### src/rtl/wb_gpio_bank.sv
// wb_gpio_bank: WIDTH-bit Wishbone GPIO bank with per-pin output data and
// direction, synchronised inputs and atomic set/clear writes.
// Optional edge-detect interrupts are built when GPIO_IRQ_EN is defined;
// otherwise addresses 3..5 read 0, ignore writes, and o_irq is tied low.
module wb_gpio_bank #(
    parameter int WIDTH       = 8,
    parameter int SYNC_STAGES = 2,
    parameter int RST_OUT     = 0
) (
    input  logic             i_wb_clk,
    input  logic             i_wb_rst,
    input  logic [2:0]       i_wb_adr,
    input  logic [31:0]      i_wb_dat,
    input  logic [3:0]       i_wb_sel,
    input  logic             i_wb_we,
    input  logic             i_wb_stb,
    output logic [31:0]      o_wb_rdt,
    output logic             o_wb_ack,
    input  logic [WIDTH-1:0] i_gpio,
    output logic [WIDTH-1:0] o_gpio,
    output logic [WIDTH-1:0] o_gpio_oe,
    output logic             o_irq
);

    localparam logic [WIDTH-1:0] RST_PAT = ((RST_OUT & 1) != 0) ? '1 : '0;

    localparam logic [2:0] ADR_DATA_OUT = 3'd0;
    localparam logic [2:0] ADR_DIR      = 3'd1;
    localparam logic [2:0] ADR_DATA_IN  = 3'd2;
    localparam logic [2:0] ADR_RISE_EN  = 3'd3;
    localparam logic [2:0] ADR_FALL_EN  = 3'd4;
    localparam logic [2:0] ADR_STATUS   = 3'd5;
    localparam logic [2:0] ADR_SET      = 3'd6;
    localparam logic [2:0] ADR_CLR      = 3'd7;

    logic [31:0]      lane_mask;
    logic [WIDTH-1:0] wmask;
    logic [WIDTH-1:0] wbits;
    logic             wr;
    logic [WIDTH-1:0] data_out;
    logic [WIDTH-1:0] dir;
    logic [WIDTH-1:0] sync_q [SYNC_STAGES];
    logic [WIDTH-1:0] sync_in;
    logic [WIDTH-1:0] rd_bits;
    logic [31:0]      rd_word;
    logic             unused_bits;

    assign lane_mask = {{8{i_wb_sel[3]}}, {8{i_wb_sel[2]}},
                        {8{i_wb_sel[1]}}, {8{i_wb_sel[0]}}};
    assign wmask     = lane_mask[WIDTH-1:0];
    assign wbits     = i_wb_dat[WIDTH-1:0] & wmask;
    // Side effects only on the ack cycle, so each transaction commits once.
    assign wr        = i_wb_stb & i_wb_we & o_wb_ack;
    assign sync_in   = sync_q[SYNC_STAGES-1];
    // Upper data/lane bits are intentionally dropped when WIDTH < 32.
    assign unused_bits = ^{i_wb_dat, lane_mask};

    assign o_gpio    = data_out;
    assign o_gpio_oe = dir;

    // Input synchroniser chain; sync_in is the last stage.
    always_ff @(posedge i_wb_clk) begin
        if (i_wb_rst) begin
            for (int i = 0; i < SYNC_STAGES; i++) sync_q[i] <= '0;
        end else begin
            sync_q[0] <= i_gpio;
            for (int i = 1; i < SYNC_STAGES; i++) sync_q[i] <= sync_q[i-1];
        end
    end

    // Output data and direction registers, including atomic set/clear.
    always_ff @(posedge i_wb_clk) begin
        if (i_wb_rst) begin
            data_out <= RST_PAT;
            dir      <= '0;
        end else if (wr) begin
            case (i_wb_adr)
                ADR_DATA_OUT: data_out <= (data_out & ~wmask) | wbits;
                ADR_DIR:      dir      <= (dir & ~wmask) | wbits;
                ADR_SET:      data_out <= data_out | wbits;
                ADR_CLR:      data_out <= data_out & ~wbits;
                default: ;
            endcase
        end
    end

`ifdef GPIO_IRQ_EN
    logic [WIDTH-1:0] prev;
    logic [WIDTH-1:0] rise_en;
    logic [WIDTH-1:0] fall_en;
    logic [WIDTH-1:0] status;
    logic [WIDTH-1:0] edge_ev;
    logic [WIDTH-1:0] w1c;
    logic             irq_q;

    assign edge_ev = (sync_in & ~prev & rise_en) | (~sync_in & prev & fall_en);
    assign w1c     = (wr && i_wb_adr == ADR_STATUS) ? wbits : '0;
    assign o_irq   = irq_q;

    // Edge history, enables and sticky status; a new event beats a same-cycle clear.
    always_ff @(posedge i_wb_clk) begin
        if (i_wb_rst) begin
            prev    <= '0;
            rise_en <= '0;
            fall_en <= '0;
            status  <= '0;
            irq_q   <= 1'b0;
        end else begin
            prev   <= sync_in;
            status <= (status & ~w1c) | edge_ev;
            irq_q  <= |status;
            if (wr && i_wb_adr == ADR_RISE_EN) rise_en <= (rise_en & ~wmask) | wbits;
            if (wr && i_wb_adr == ADR_FALL_EN) fall_en <= (fall_en & ~wmask) | wbits;
        end
    end
`else
    assign o_irq = 1'b0;
`endif

    // Read multiplexer; unused and write-only addresses return 0.
    always_comb begin
        rd_bits = '0;
        case (i_wb_adr)
            ADR_DATA_OUT: rd_bits = data_out;
            ADR_DIR:      rd_bits = dir;
            ADR_DATA_IN:  rd_bits = sync_in;
`ifdef GPIO_IRQ_EN
            ADR_RISE_EN:  rd_bits = rise_en;
            ADR_FALL_EN:  rd_bits = fall_en;
            ADR_STATUS:   rd_bits = status;
`endif
            default:      rd_bits = '0;
        endcase
        rd_word = '0;
        rd_word[WIDTH-1:0] = rd_bits;
    end

    // Single-cycle ack; read data captured on the stb cycle, zero otherwise.
    always_ff @(posedge i_wb_clk) begin
        if (i_wb_rst) begin
            o_wb_ack <= 1'b0;
            o_wb_rdt <= '0;
        end else begin
            o_wb_ack <= i_wb_stb & ~o_wb_ack;
            o_wb_rdt <= (i_wb_stb & ~o_wb_ack) ? rd_word : '0;
        end
    end

endmodule
### config.mk
export PLATFORM = sky130hd
export DESIGN_NAME = wb_gpio_bank
export DESIGN_NICKNAME = d
export VERILOG_FILES = /design/src/rtl/wb_gpio_bank.sv
export SDC_FILE = /design/constraint.sdc
export NUM_CORES = 1
export LEC_CHECK = 0
export CAP_MARGIN = 20
export CORE_MARGIN = 10
export CORE_UTILIZATION = 29
export CTS_BUF_LIST = sky130_fd_sc_hd__clkbuf_2 sky130_fd_sc_hd__clkbuf_4 sky130_fd_sc_hd__clkbuf_8
export DETAILED_ROUTE_END_ITERATION = 16
export GPL_ROUTABILITY_DRIVEN = 0
export PLACE_DENSITY = 0.62
export SKIP_CTS_REPAIR_TIMING = 1
export SLEW_MARGIN = 15
export SYNTH_ARGS = -nofsm -noshare
export SYNTH_HDL_FRONTEND = slang
export SYNTH_SLANG_ARGS = --single-unit
### constraint.sdc
create_clock -name i_wb_clk -period 1.35 [get_ports i_wb_clk]
set_clock_uncertainty 0.15 [all_clocks]
set_input_delay 0.135 -clock i_wb_clk [delete_from_list [all_inputs] [get_ports i_wb_clk]]
set_output_delay 0.135 -clock i_wb_clk [all_outputs]
set_load 0.01 [all_outputs]
# After elaboration in Yosys (flattened, before gate mapping)
# Memories as Yosys holds them, arrays and structs flattened.
# Cells that the tools add are included.
# totals
out_inout_bits	50
mem_count	1
ff_bits	49
inputBits	51
latch_bits	0
ram_bits	16
word_cells	38
romBits	0
# mem_list
memory	words	width	read_ports	rd_ports_with_merged_regs	write_ports	line_no	rtl
sync_q	2	8	2	0	2	42	logic [WIDTH-1:0] sync_q [SYNC_STAGES];
# op_classes
shifts	0
n_reduce_logical	5
multipliers	0
n_eq_ne	4
muxes	7
n_bitwise	16
n_div	0
n_lt_le_gt_ge	0
addsub	0
# ops
operator	n
8-bit one-hot mux with 3 select lines	2
8-bit AND	4
8-bit bitwise OR	3
8-bit two-way mux	2
8-bit inverter	2
3-bit == test, second input constant	2
2-bit AND reduction	2
1-bit AND	3
3-bit by 1-bit == test with 1-bit output, second input constant	1
3-bit by 2-bit == test with 1-bit output, second input constant	1
3-bit logical NOT	1
1-bit two-way mux	3
3-bit nonzero test	1
1-bit inverter	2
1-bit bitwise OR	2
2-bit OR reduction	1

# Longest topological paths before layout
# Gate-level depths: netlist of run 1.
# depth
ltp_word	4
mapped_depth	4
mapped_depth_nobuf	3

# Worst setup path before layout of run 1
# Ideal clock, no wire load.
# synth_path
path_kind	input-to-reg
start	input port i_wb_adr[2]
end	register data_out[0], in the netlist o_gpio[0]
slack_ns	-0.036
arrival_ns	1.157
cell_stages	4
setup_ns	0.079
path_buffers	1
required_time_ns	1.121
cell_sequence	or3_1 > buf_6 > a211o_4 > o211ai_1
# synth_between
elab_chain_len	3
elab_cells_between_ends	6
cone_classes	eq/ne: 2; mux: 1; reduce/logical: 3
# synth_rtl
element	line_no	rtl
from (decl)	12	input logic [2:0] i_wb_adr,
3-bit == test or 3-bit logical NOT (tied branches)	77	case (i_wb_adr)
3-bit nonzero test (no line)	-	
2-bit AND reduction (no line)	-	
to (signal assigned)	78	ADR_DATA_OUT: data_out <= (data_out & ~wmask) | wbits;
to (signal assigned)	80	ADR_SET: data_out <= data_out | wbits;
to (signal assigned)	81	ADR_CLR: data_out <= data_out & ~wbits;
to (decl)	40	logic [WIDTH-1:0] data_out;
# Several ways; a longest one is shown, not always the timed one.
# A chain may end at the register's enable or synchronous reset.

# Final worst setup path of run 1
# layout_path
start	register data_out[4], in the netlist o_gpio[4]
end	register data_out[4], in the netlist o_gpio[4]
# layout_between
elab_chain_len	3
elab_cells_between_ends	5
cone_classes	mux: 1; bitwise: 4
# layout_rtl
element	line_no
8-bit AND	78
8-bit bitwise OR	78
8-bit one-hot mux with 3 select lines (*)	77
# Mark *: on every way between the ends. The rest lies on a longest branch, timed or not.

==> results of run 1 <==
## synthesized netlist by cell type, drive strengths merged
master / count / share of area (%)
mux2i: 8 / 4.1
and3: 1 / 0.32
or2: 8 / 2.5
buf: 31 / 11
nand2: 17 / 3.2
o211ai: 7 / 2.7
nand4bb: 1 / 0.57
nor3b: 1 / 0.38
and4b: 8 / 4.1
nor4bb: 1 / 0.51
a21oi: 20 / 5.1
nor2b: 32 / 10
or3: 1 / 0.32
inv: 1 / 0.19
nand3: 17 / 4.3
conb: 1 / 0.19
dfxtp: 41 / 42
a211o: 1 / 0.89
o21ai: 8 / 2.0
clkbuf: 7 / 1.3
a221o: 1 / 0.51
a311oi: 8 / 3.6
## worst max-delay path, cell delays in order (launching register included)
cell      delay (ps)
dfxtp_1          360
and4b_1          210
a311oi_1         270
o211ai_1         130
## power by group through the flow
stage                     clock network [uW]  registers, uW  logic, uW
final                                   1030           1250        314
after global routing                    1110           1250        345
after CTS                               1060           1250        311
after detailed placement                   0           1280        309
after global placement                     0           1280        307
after floorplan                            0           1280        187
## cells by family (layout without fill, tap and decap cells)
group / after synthesis / after routing / synth area share (%)
AND/OR/NAND/NOR: 87 / 87 / 26.50
flip-flops: 41 / 41 / 41.78
AO/OA/AOI/OAI: 45 / 45 / 14.78
other: 1 / 25 / 0.1909
multiplexers: 8 / 8 / 4.077
buffers and inverters: 39 / 86 / 12.67
## path summary, 6_finish.rpt
check	startpoint	endpoint	slack, ps	depth (start not counted)
min reg2reg	sync_q[0][3]$_SDFF_PP0_	sync_q[0][11]$_SDFF_PP0_	280	1
max	o_gpio[4]$_SDFFE_PP0P_	o_gpio[4]$_SDFFE_PP0P_	110	3
min	i_gpio[4]	sync_q[0][4]$_SDFF_PP0_	240	2
max reg2reg	o_gpio[4]$_SDFFE_PP0P_	o_gpio[4]$_SDFFE_PP0P_	110	3
## metal layers
metal / vias up / routed length, um / global-route usage, %
li1: 862 / - / -
met4: 0 / 40 / 2.711
met3: 4 / 446 / 4.318
met2: 62 / 2474 / 15.95
met1: 806 / 2601 / 13.84
met5: - / 0 / 0
## layout make-up
class,count,area (um^2)
Inverter,1,3.754
Tap cell,77,96.34
Clock buffer,6,82.58
Fill cell,658,3632
Clock inverter,2,37.54
Multi-Input combinational cell,165,1002
Sequential cell,41,829.5
Timing Repair Buffer,77,774.5
## through the flow
step | hold slack, ps | cells | worst slack [ps]
after floorplan | 72.51 | 245 | -8.478
after global placement | 268.6 | 361 | -440.8
after detailed placement | 270.4 | 361 | -466.1
after CTS | 229.4 | 369 | -296.8
after global routing | 231.5 | 369 | 6.444
final | 237.1 | 369 | 111.8
==> flow_summary_export.csv, run 1 <==
group,metric,value,unit
min_path,hold_path.class,"in -> reg",
critical_path,critPathKind,"reg -> reg",
floorplan,rows,29,
final_layout,diodes,0,
job,cap_violations,0,
synthesis,avgSynthCellArea,8.889,um^2
final_layout,num-nets-final,342,
grt,antenna_found_initial,0,
timing,max_freq,807.7,MHz
synthesis,synth_cells,221,
grt,grtUsageTotal,10.64,%
final_layout,layout_commonest_cell,"dfxtp_1",
grt,grt_pass1_vias,1763,
clock_tree,cts.sinks,41,
floorplan,pin_count,101,
drt,dr_total_vias,1734,
power_and_ir_drop,ir_drop,0.0005931,V
run_status,outcome,"completed",
power_and_ir_drop,p_clk_share,39.7,%
clock_tree,clk_path_buf_depth,2,
critical_path,start_kind,"flop",
grt,overflow,0,
final_layout,area_delta_synth_final,43.89,%
synthesis,yosysSeqAreaShare,41.78,%
grt,grt_pass1_wl,8818,um
power_and_ir_drop,seqPwrFrac,48.2,%
clock_tree,htree_levels,2,
floorplan,initial_utilization,30.41,%
place,io_buffers,48,
clock_tree,clockRootBuffer,"clkbuf_8",
critical_path,cp_max_fo,5,
synthesis,syn_area,1964,um^2
synthesis,synth.distinct_cells,26,
place,dp_hpwl,4286,um
power_and_ir_drop,power_frac_comb,12.1,%
timing,maxSlewViolCount,0,
power_and_ir_drop,netSwitchingPower,598.1,uW
drt,drtPass1Iterations,4,
drt,via_per_inst,4.699,
power_and_ir_drop,power,2593,uW
final_layout,drive_gt1_share,16.78,%
drt,drc,0,
clock_tree,numCtsBuffers,5,
critical_path,critPathRequiredTime,1380,ps
power_and_ir_drop,leakagePower,0.001540,uW
drt,antenna_left,0,
clock_tree,cts_tree,"built",
final_layout,post-route-util,43.76,%
floorplan,core_area,6459,um^2
clock_tree,clkLatencyLatePin,290,ps
drt,wl_per_cell,15.07,um
grt,grt_max_degree,21,
timing,finalCritPeriodShare,91.72,%
power_and_ir_drop,power.internal,1995,uW
timing,fin_setup_tns,0,ps
timing,min_period,1238,ps
drt,wl,5562,um
timing,final-setup-viol-count,0,
place,placed_area,2609,um^2
drt,drt_iter0_drc,92,
critical_path,cp-end-kind,"flop",
timing,grt_setup_unrepaired,"no",
final_layout,final_cell_area,2826,um^2
floorplan,die_y,102.3,um
floorplan,die_w,102.3,um
floorplan,dieArea,10470,um^2
synthesis,ys_ff_latch,41,
timing,hold_violations,0,
synthesis,yosysWarnings,0,
critical_path,crit_arrival,1260,ps
clock_tree,cts.clk_slew.worst_paths,80,ps
power_and_ir_drop,power_density,917.5,nW/um^2
final_layout,final_cell_mix,"34 x dfxtp_1, 32 x nor2b_1, 29 x dlymetal6s2s_1",
power_and_ir_drop,power.share.switching,23.06,%
Power figures use the tool's default switching activity.
==> run 2, diff against run 1 <==
--- a/config.mk
+++ b/config.mk
@@ -9,9 +9,10 @@
 export CORE_MARGIN = 10
 export CORE_UTILIZATION = 29
 export CTS_BUF_LIST = sky130_fd_sc_hd__clkbuf_2 sky130_fd_sc_hd__clkbuf_4 sky130_fd_sc_hd__clkbuf_8
+export CTS_CLUSTER_SIZE = 10
 export DETAILED_ROUTE_END_ITERATION = 16
 export GPL_ROUTABILITY_DRIVEN = 0
-export PLACE_DENSITY = 0.62
+export PLACE_DENSITY = 0.6
 export SKIP_CTS_REPAIR_TIMING = 1
 export SLEW_MARGIN = 15
 export SYNTH_ARGS = -nofsm -noshare
==> constraint.sdc (replaced) <==
create_clock -name i_wb_clk -period 1.3 [get_ports i_wb_clk]
set_clock_uncertainty 0.15 [all_clocks]
set_input_delay 0.13 -clock i_wb_clk [delete_from_list [all_inputs] [get_ports i_wb_clk]]
set_output_delay 0.13 -clock i_wb_clk [all_outputs]
set_load 0.01 [all_outputs]
==> run 2 against run 1 <==
Effect of this change:
- first-iteration DRC count fell by 52%
- global-route usage fell by 0.46 points
- sequential cell count did not move
- sequential share of layout area fell by 0.078 points
- final area rose by 0.27%
- register-to-register slack got worse by 40 ps
- core utilization rose by 0.12 points
- highest routed layer unchanged
==> flow_summary_export.csv, run 2 (synthesized netlist as in run 1, its figures left out) <==
group,metric,value,unit
run_status,outcome,"completed",
final_layout,area_delta_synth_final,44.27,%
min_path,holdPathStages,2,
grt,grt_pass1_wl,8328,um
min_path,min_from,"i_gpio[3]",
floorplan,pin_count,101,
timing,maxSlewViolCount,0,
final_layout,final_cell_area,2834,um^2
critical_path,reg2reg_depth,3,
drt,drc,0,
critical_path,crit_arrival,1260,ps
min_path,hold_path.class,"in -> reg",
clock_tree,cts.sinks,41,
final_layout,nFillCells,646,
drt,wl,5539,um
place,io_buffers,48,
critical_path,r2r-start,"o_gpio[6]$_SDFFE_PP0P_",
floorplan,rows,29,
final_layout,final_cell_mix,"34 x dfxtp_1, 32 x nor2b_1, 29 x dlymetal6s2s_1, 29 x buf_4, 25 x conb_1",
final_layout,layout_commonest_cell,"dfxtp_1",
final_layout,num-nets-final,344,
min_path,min_to,"sync_q[0][3]$_SDFF_PP0_",
final_layout,post-route-util,43.88,%
place,pre_cts_slack,-498.2,ps
timing,max_freq,815.1,MHz
grt,antenna_found_initial,0,
place,dp_hpwl,4220,um
power_and_ir_drop,leakagePower,0.001545,uW
drt,via_per_inst,4.690,
drt,drt_iter0_drc,44,
drt,wl_per_cell,14.93,um
clock_tree,cts_tree,"built",
floorplan,core_area,6459,um^2
place,placed_area,2624,um^2
grt,overflow,0,
critical_path,reg2reg_to,"o_gpio[6]$_SDFFE_PP0P_",
grt,grtUsageTotal,10.17,%
final_layout,drive_gt1_share,18.37,%
drt,dr_total_vias,1740,
timing,setup_ws,73.21,ps
floorplan,die_y,102.3,um
clock_tree,cts.clk_slew.worst_paths,90,ps
drt,antenna_left,0,
floorplan,dieArea,10470,um^2
critical_path,critPathRequiredTime,1330,ps
clock_tree,clk_path_buf_depth,2,
drt,drtPass1Iterations,4,
clock_tree,clkLatencyLatePin,300,ps
floorplan,die_w,102.3,um
timing,hold_violations,0,
grt,grt_pass1_vias,1708,
critical_path,max_stage_delay,350,ps
critical_path,critPathBufInv,0,
power_and_ir_drop,ir_drop,0.0006466,V
critical_path,cp-end-kind,"flop",
floorplan,initial_utilization,30.41,%
final_layout,multi_input_area,1021,um^2
timing,finalCritPeriodShare,94.37,%
clock_tree,htree_levels,2,
timing,min_period,1227,ps
job,cap_violations,0,
critical_path,critPathKind,"reg -> reg",
timing,final-setup-viol-count,0,
power_and_ir_drop,power_density,865.9,nW/um^2
critical_path,crit_family,"compound AO/OA/AOI/OAI gates",
final_layout,diodes,0,
critical_path,cp_max_fo,5,
clock_tree,clockRootBuffer,"clkbuf_8",
critical_path,slowest_stage,"dfxtp_2",
grt,grt_max_degree,23,
clock_tree,numCtsBuffers,5,
final_layout,seq_area,829.5,um^2
critical_path,worstPathCellList,"and4b_1 -> a311oi_2 -> o211ai_1",
critical_path,start_kind,"flop",
critical_path,rrSetupSlack,70,ps
==> run 2: changes by cell type in the layout (fill, tap and decap cells not counted) <==
cell,delta
clkbuf_8,-1
a311oi_2,+3
bufinv_16,-1
clkinv_2,+2
buf_4,+1
a311oi_1,-3
buf_8,+1
==> run 2: how the worst max path moves through the flow <==
stage,start,end,cells after the start
finish,o_gpio[6]$_SDFFE_PP0P_,o_gpio[6]$_SDFFE_PP0P_,3
global route,o_gpio[5]$_SDFFE_PP0P_,o_gpio[5]$_SDFFE_PP0P_,3
CTS,o_gpio[7]$_SDFFE_PP0P_,o_gpio[7],1
detailed placement,i_wb_adr[2],o_gpio[1]$_SDFFE_PP0P_,4
global placement,i_wb_adr[2],o_gpio[7]$_SDFFE_PP0P_,5
floorplan,i_wb_adr[2],o_gpio[0]$_SDFFE_PP0P_,4
==> run 2: report_power, final <==
| group | total (uW) | leakage [uW] | internal [uW] | switching (uW) |
|---|---|---|---|---|
| clock | 823 | 0.0000439 | 371 | 452 |
| sequential | 1300 | 0.000337 | 1290 | 11.8 |
| combinational | 334 | 0.00116 | 167 | 167 |
==> run 2: layout make-up <==
cell class,instances,share of cell area [%]
multi-input cells,165,36.03
flip-flops and latches,41,29.27
repair buffers,79,28.12
inverters,1,0.1325
well taps,77,3.400
clock inverters,3,0.6181
clock buffers,5,2.428
==> run 2: routing by layer <==
| metal | vias to the layer above | GRT usage (%) | routed length [um] |
|---|---|---|---|
| met5 | - | 0 | 0 |
| met4 | 0 | 3.254 | 29 |
| met3 | 2 | 4.386 | 511 |
| met2 | 68 | 15.31 | 2399 |
| met1 | 799 | 12.81 | 2599 |
| li1 | 871 | - | - |
==> run 2: stage by stage <==
stage	hold WS (ps)	instances	TNS [ps]	total power, uW
floorplan	67.51	245	-374.3	1520
global placement	271.4	363	-10130	1644
detailed placement	272.0	363	-10300	1646
CTS	228.2	371	-8017	2471
global route	233.1	371	-23.20	2575
finish	238.4	371	0	2454
